<file path="src/rtl/forward_ctrl_pkg.sv">
// Shared definitions for the forwarding controller: select encodings,
// Tnew constants, the pipeline stage record and the nearest-first search.
package forward_ctrl_pkg;

  // D-stage selects; FWD_PIPE means "take the pipeline register value".
  localparam logic [1:0] FWD_RF   = 2'b00;
  localparam logic [1:0] FWD_E    = 2'b01;
  localparam logic [1:0] FWD_M    = 2'b10;
  localparam logic [1:0] FWD_W    = 2'b11;
  localparam logic [1:0] FWD_PIPE = 2'b00;
  // E-stage selects use a shifted encoding because E never forwards from itself.
  localparam logic [1:0] FWDE_M   = 2'b01;
  localparam logic [1:0] FWDE_W   = 2'b10;

  localparam logic [1:0] TNEW_LINK = 2'd0;
  localparam logic [1:0] TNEW_ALU  = 2'd1;
  localparam logic [1:0] TNEW_LOAD = 2'd2;

  typedef struct packed {
    logic [4:0] dst;
    logic [1:0] tnew;
    logic       regwrite;
    logic [4:0] rs;
    logic [4:0] rt;
  } stage_rec_t;

  function automatic logic src_match(input logic [4:0] src, input logic [4:0] dst,
                                     input logic we);
    return (src != 5'd0) && (src == dst) && we;
  endfunction

  // Nearest producer wins; a pending result there blocks any older copy.
  function automatic logic [1:0] sel_d(input logic [4:0] src,
                                       input logic [4:0] e_dst, input logic [1:0] e_tnew,
                                       input logic e_we,
                                       input logic [4:0] m_dst, input logic [1:0] m_tnew,
                                       input logic m_we,
                                       input logic [4:0] w_dst, input logic w_we);
    if (src_match(src, e_dst, e_we))      return (e_tnew == 2'd0) ? FWD_E : FWD_RF;
    else if (src_match(src, m_dst, m_we)) return (m_tnew == 2'd0) ? FWD_M : FWD_RF;
    else if (src_match(src, w_dst, w_we)) return FWD_W;
    else                                  return FWD_RF;
  endfunction

  function automatic logic [1:0] sel_e(input logic [4:0] src,
                                       input logic [4:0] m_dst, input logic [1:0] m_tnew,
                                       input logic m_we,
                                       input logic [4:0] w_dst, input logic w_we);
    if (src_match(src, m_dst, m_we))      return (m_tnew == 2'd0) ? FWDE_M : FWD_PIPE;
    else if (src_match(src, w_dst, w_we)) return FWDE_W;
    else                                  return FWD_PIPE;
  endfunction

endpackage

</file>
<file path="src/rtl/forward_ctrl_stage_reg.sv">
// One pipeline stage record: async reset, bubble clear and write-enable mask.
module fwd_stage_reg
  import forward_ctrl_pkg::*;
(
  input  logic       clk,
  input  logic       reset,
  input  logic       clear,
  input  logic       we_mask,
  input  stage_rec_t d,
  output stage_rec_t q
);

  stage_rec_t next_rec;

  always_comb begin
    next_rec          = d;
    next_rec.regwrite = d.regwrite & we_mask;
    if (clear) next_rec = '0;
  end

  always_ff @(posedge clk or posedge reset) begin
    if (reset) q <= '0;
    else       q <= next_rec;
  end

endmodule

</file>
<file path="src/rtl/forward_ctrl.sv">
// Tracks in-flight register writes through E/M/W and drives the D, E and M
// forwarding selects plus the producer records consumed by the stall unit.
module forward_ctrl
  import forward_ctrl_pkg::*;
(
  input  logic       clk,
  input  logic       reset,
  input  logic       stall,
  input  logic [4:0] rs_D,
  input  logic [4:0] rt_D,
  input  logic [4:0] dst_D,
  input  logic [1:0] tnew_D,
  input  logic       regwrite_D,
  input  logic       cond_fail_E,
  output logic [1:0] fwd_rs_D,
  output logic [1:0] fwd_rt_D,
  output logic [1:0] fwd_rs_E,
  output logic [1:0] fwd_rt_E,
  output logic       fwd_rt_M,
  output logic [4:0] dst_E,
  output logic [4:0] dst_M,
  output logic [1:0] tnew_E,
  output logic [1:0] tnew_M,
  output logic       regwrite_E,
  output logic       regwrite_M
);

  stage_rec_t rec_d, rec_e, rec_m, rec_w;
  stage_rec_t to_m, to_w;
  logic       we_e;
  logic       unused_bits;

  assign rec_d = '{dst: dst_D, tnew: tnew_D, regwrite: regwrite_D, rs: rs_D, rt: rt_D};
  assign we_e  = rec_e.regwrite & ~cond_fail_E & (rec_e.dst != 5'd0);

  // M keeps only rt (store data); W keeps no sources and always has Tnew 0.
  always_comb begin
    to_m      = '0;
    to_m.dst  = rec_e.dst;
    to_m.tnew = (rec_e.tnew == 2'd0) ? 2'd0 : rec_e.tnew - 2'd1;
    to_m.regwrite = rec_e.regwrite;
    to_m.rt   = rec_e.rt;
    to_w      = '0;
    to_w.dst  = rec_m.dst;
    to_w.regwrite = rec_m.regwrite;
  end

  fwd_stage_reg u_reg_e (.clk(clk), .reset(reset), .clear(stall), .we_mask(1'b1),
                         .d(rec_d), .q(rec_e));
  fwd_stage_reg u_reg_m (.clk(clk), .reset(reset), .clear(1'b0), .we_mask(we_e),
                         .d(to_m), .q(rec_m));
  fwd_stage_reg u_reg_w (.clk(clk), .reset(reset), .clear(1'b0), .we_mask(1'b1),
                         .d(to_w), .q(rec_w));

  assign fwd_rs_D = sel_d(rs_D, rec_e.dst, rec_e.tnew, we_e, rec_m.dst, rec_m.tnew,
                          rec_m.regwrite, rec_w.dst, rec_w.regwrite);
  assign fwd_rt_D = sel_d(rt_D, rec_e.dst, rec_e.tnew, we_e, rec_m.dst, rec_m.tnew,
                          rec_m.regwrite, rec_w.dst, rec_w.regwrite);
  assign fwd_rs_E = sel_e(rec_e.rs, rec_m.dst, rec_m.tnew, rec_m.regwrite,
                          rec_w.dst, rec_w.regwrite);
  assign fwd_rt_E = sel_e(rec_e.rt, rec_m.dst, rec_m.tnew, rec_m.regwrite,
                          rec_w.dst, rec_w.regwrite);
  assign fwd_rt_M = src_match(rec_m.rt, rec_w.dst, rec_w.regwrite);

  assign dst_E      = rec_e.dst;
  assign tnew_E     = rec_e.tnew;
  assign regwrite_E = we_e;
  assign dst_M      = rec_m.dst;
  assign tnew_M     = rec_m.tnew;
  assign regwrite_M = rec_m.regwrite;

  assign unused_bits = ^{rec_m.rs, rec_w.rs, rec_w.rt, rec_w.tnew};

endmodule

</file>
<file path="config.mk">
export PLATFORM = sky130hd
export DESIGN_NAME = forward_ctrl
export DESIGN_NICKNAME = d
export VERILOG_FILES = /design/src/rtl/forward_ctrl_pkg.sv /design/src/rtl/forward_ctrl_stage_reg.sv /design/src/rtl/forward_ctrl.sv
export SDC_FILE = /design/constraint.sdc
export NUM_CORES = 1
export LEC_CHECK = 0
export CORE_MARGIN = 5
export CORE_UTILIZATION = 45
export CTS_CLUSTER_DIAMETER = 150
export CTS_CLUSTER_SIZE = 16
export DETAILED_ROUTE_END_ITERATION = 10
export GPL_TIMING_DRIVEN = 0
export PLACE_DENSITY = 0.74
export SLEW_MARGIN = 10
export SYNTH_ARGS = -nofsm -noshare
export SYNTH_HDL_FRONTEND = slang
export SYNTH_SLANG_ARGS = --single-unit
</file>
<file path="constraint.sdc">
create_clock -name clk -period 1.42 [get_ports clk]
set_input_delay 0.213 -clock clk [delete_from_list [all_inputs] [get_ports clk]]
set_output_delay 0.213 -clock clk [all_outputs]
set_load 0.02 [all_outputs]
</file>
==> impl_metrics.py <==
metrics = {
    "run_status": {
        "status": "complete, but fails checks",
        "violations": "negative setup slack",
    },
    "synth": {
        "synth_area_um2": 2020,
        "syn_avg_cell_area_um2": 10.4,
        "yosys_warnings": 0,
        "synth_top_area_frac": 0.458,
        "synth.area.top_cells": "dfrtp_1 46%, xnor2_1 17%, nor2b_1 6.5%",
        "synth_top_cell_by_area": "dfrtp_1",
        "syn-num-nets": 216,
        "syn_inst": 194,
        "ys_seq_elements": 37,
        "synth.distinct_cells": 24,
        "ys_seq_area_frac": 0.458,
    },
    "cts": {
        "h-tree-depth": 2,
        "insertion_delay_ps": 290,
        "clockBufferDepth": 2,
        "path_clk_slew_ps": 70,
        "cts_root_buf": "clkbuf_8",
        "cts_buffers": 5,
        "clkSinkCount": 37,
        "cts_hold_buf": 0,
        "cts_tree": "built",
    },
    "global_route": {
        "grt_pass1_wl_um": 8600,
        "grt_max_degree": 38,
        "grt_util_all_layers": 0.187,
        "overflow": 0,
        "antenna_found_initial": 0,
        "grt_pass1_vias": 1744,
    },
    "placement": {
        "io_buffers": 46,
        "placedCellCount": 292,
        "place_hpwl_um": 3430,
        "placed_cell_area_um2": 2670,
        "globalplace.congestion": 0.815,
    },
    "layout": {
        "finalNetCount": 292,
        "fin_util": 0.720,
        "antenna_cells": 0,
        "synthToLayoutAreaGrowth_pct": 55.0,
        "final_cell_count_no_fill": 323,
        "postLayoutCellArea_um2": 3140,
        "layout-drive-gt1-share": 0.487,
    },
    "power_and_ir_drop": {
        "power_mw": 2.57,
        "cellPowerDensity_nw_per_um2": 820,
        "power_leakage_nw": 1.36,
        "ir_drop_uv": 814,
    },
    "sta": {
        "finalHoldViolations": 0,
        "skew_ps": 5.42,
        "slew_headroom": 0.496,
        "fin_crit_sh": 1.54,
        "clock.fmax_ghz": 0.457,
        "min_period_ps": 2190,
        "tightestPinTransition_ps": 755,
        "rsz0062_at_grt": "yes",
        "drv_slew": 0,
        "setup_viol": 11,
        "layout_setup_ws_ps": -770,
    },
    "route": {
        "dr.first_iter.drc_count": 77,
        "wirelength_um": 5300,
        "wire_per_inst_um": 16.4,
        "vias": 1600,
        "drc_errors": 0,
        "ant_nets": 0,
        "via_per_inst": 4.95,
        "firstDrtPassIters": 4,
    },
    "critical_path": {
        "crit_path_end_kind": "output pin",
        "crit_chain": "or4_4 > o21ai_4 > nor4_4 > mux2i_2 > buf_4",
        "crit_type": "reg2out",
        "arrival_ps": 1980,
        "cp_data_required_time_ps": 1210,
        "cp-startpoint": "u_reg_e.q[16]$_DFF_PP0_",
        "r2r_slack_ps": -90,
        "critPathBufInv": 1,
        "path_depth": 5,
        "critPathLaunchType": "flip-flop",
        "max_stage_delay_ps": 560,
        "reg2reg_from": "u_reg_e.q[16]$_DFF_PP0_",
        "critPathTopFamily": "simple AND/OR/NAND/NOR gates",
        "reg2reg_depth": 4,
        "worst-path-max-fanout": 5,
        "crit_slowest_cell": "or4_4",
    },
    "floorplanning": {
        "dieArea_um2": 5940,
        "io_pins": 47,
        "core_um2": 4350,
        "std_cell_rows": 24,
        "dieHeight_um": 77.1,
        "die_x_um": 77.1,
        "initial_utilization": 0.465,
    },
    "worst_hold_path": {
        "hp-class": "in2async",
    },
    "job": {
        "max_cap_violations": 0,
    },
}
## cells in the mapped netlist (all sizes together)
master,number
a21oi,3
and2,5
buf,15
clkbuf,8
dfrtp,37
inv,3
mux2i,2
nand2,8
nand3,3
nand4,6
nor2,5
nor2b,21
nor3,4
nor3b,1
nor4,9
o2111ai,2
o21ai,1
or2,2
or4,5
xnor2,39
xor2,15
## layer usage
layer / share of wire / GRT usage / up-vias
met3: 0.051 / 0.0539 / 11
met2: 0.51 / 0.314 / 46
li1: - / - / 779
met1: 0.42 / 0.223 / 764
met5: 0 / 0 / -
met4: 0.024 / 0.0773 / 0
## power by group
group / switching (mW) / total (mW) / internal [mW] / leakage, nW
Sequential: 0.0700 / 1.18 / 1.11 / 0.462
Clock: 0.363 / 0.802 / 0.438 / 0.0542
Combinational: 0.277 / 0.590 / 0.313 / 0.847
## final cells by class
cell class | count | area [um^2]
multi-input cells | 131 | 1240
fillers | 314 | 1220
flip-flops and latches | 37 | 942
repair buffers | 75 | 623
plain buffers | 17 | 151
clock buffers | 7 | 96.3
well taps | 52 | 65.1
inverters | 3 | 11.3
clock inverters | 1 | 5.00
## timing repair
item	CTS	global route
buffers inserted	23	7
endpoints found under the setup margin	25	20
gates resized for setup	126	36
pin swaps	17	13
## path summary, 6_finish.rpt
kind,to
max,fwd_rt_D[0]
min,u_reg_e.q[3]$_DFF_PP0_
max reg2reg,u_reg_m.q[10]$_DFF_PP0_
min reg2reg,u_reg_w.q[17]$_DFF_PP0_
max in group asynchronous,u_reg_m.q[13]$_DFF_PP0_
min in group clk,u_reg_e.q[0]$_DFF_PP0_
## stage by stage
stage	TNS, ps	worst slack, ps	hold slack (ps)
after global routing	-7460	-855	414
after CTS	-6790	-745	398
after global placement	-26220	-1340	385
after floorplan	-2290	-336	279
after detailed placement	-11530	-1340	393
final	-6430	-770	376
## worst register-to-register path, delay by kind of cell, from the launching register on
kind / cells / cell delay [ps]
DFF: 1 / 450
buffers and inverters: 2 / 170
and+or+nand+nor: 1 / 560
AOI/OAI and AO/OA: 1 / 240
## cells in the final DEF (no fill, tap or decap), types with 3 or more instances in the layout
cell             netlist  final
buf_6                  0      9
dlygate4sd2_1          0     14
xnor2_2                0      9
inv_2                  0      3
buf_4                 14     45
buf_2                  0      6
nand2_1                8      8
dfrtp_2                0     13
dfrtp_1               37     24
xor2_1                15     15
clkbuf_8               0      9
nor3_2                 2      3
nor2b_1               21     20
nor4_4                 0      7
and2_1                 3      3
or4_4                  0      5
xnor2_1               39     30
clkdlybuf4s50_1        0     11
nand4_1                6      6
## state kept, by name, indices dropped and copies added (netlist names)
signal,count
u_reg_e.q,18
u_reg_m.q,13
u_reg_w.q,6
## cell families after synthesis
family                 after synthesis  share of synthesized area
buffers and inverters               26                     0.0742
multiplexers                         2                    0.00990
AND/OR/NAND/NOR                     69                      0.204
flip-flops                          37                      0.458
XOR/XNOR                            54                      0.234
AO/OA/AOI/OAI                        6                     0.0204
No activity file was read; power rests on OpenSTA's default activity.
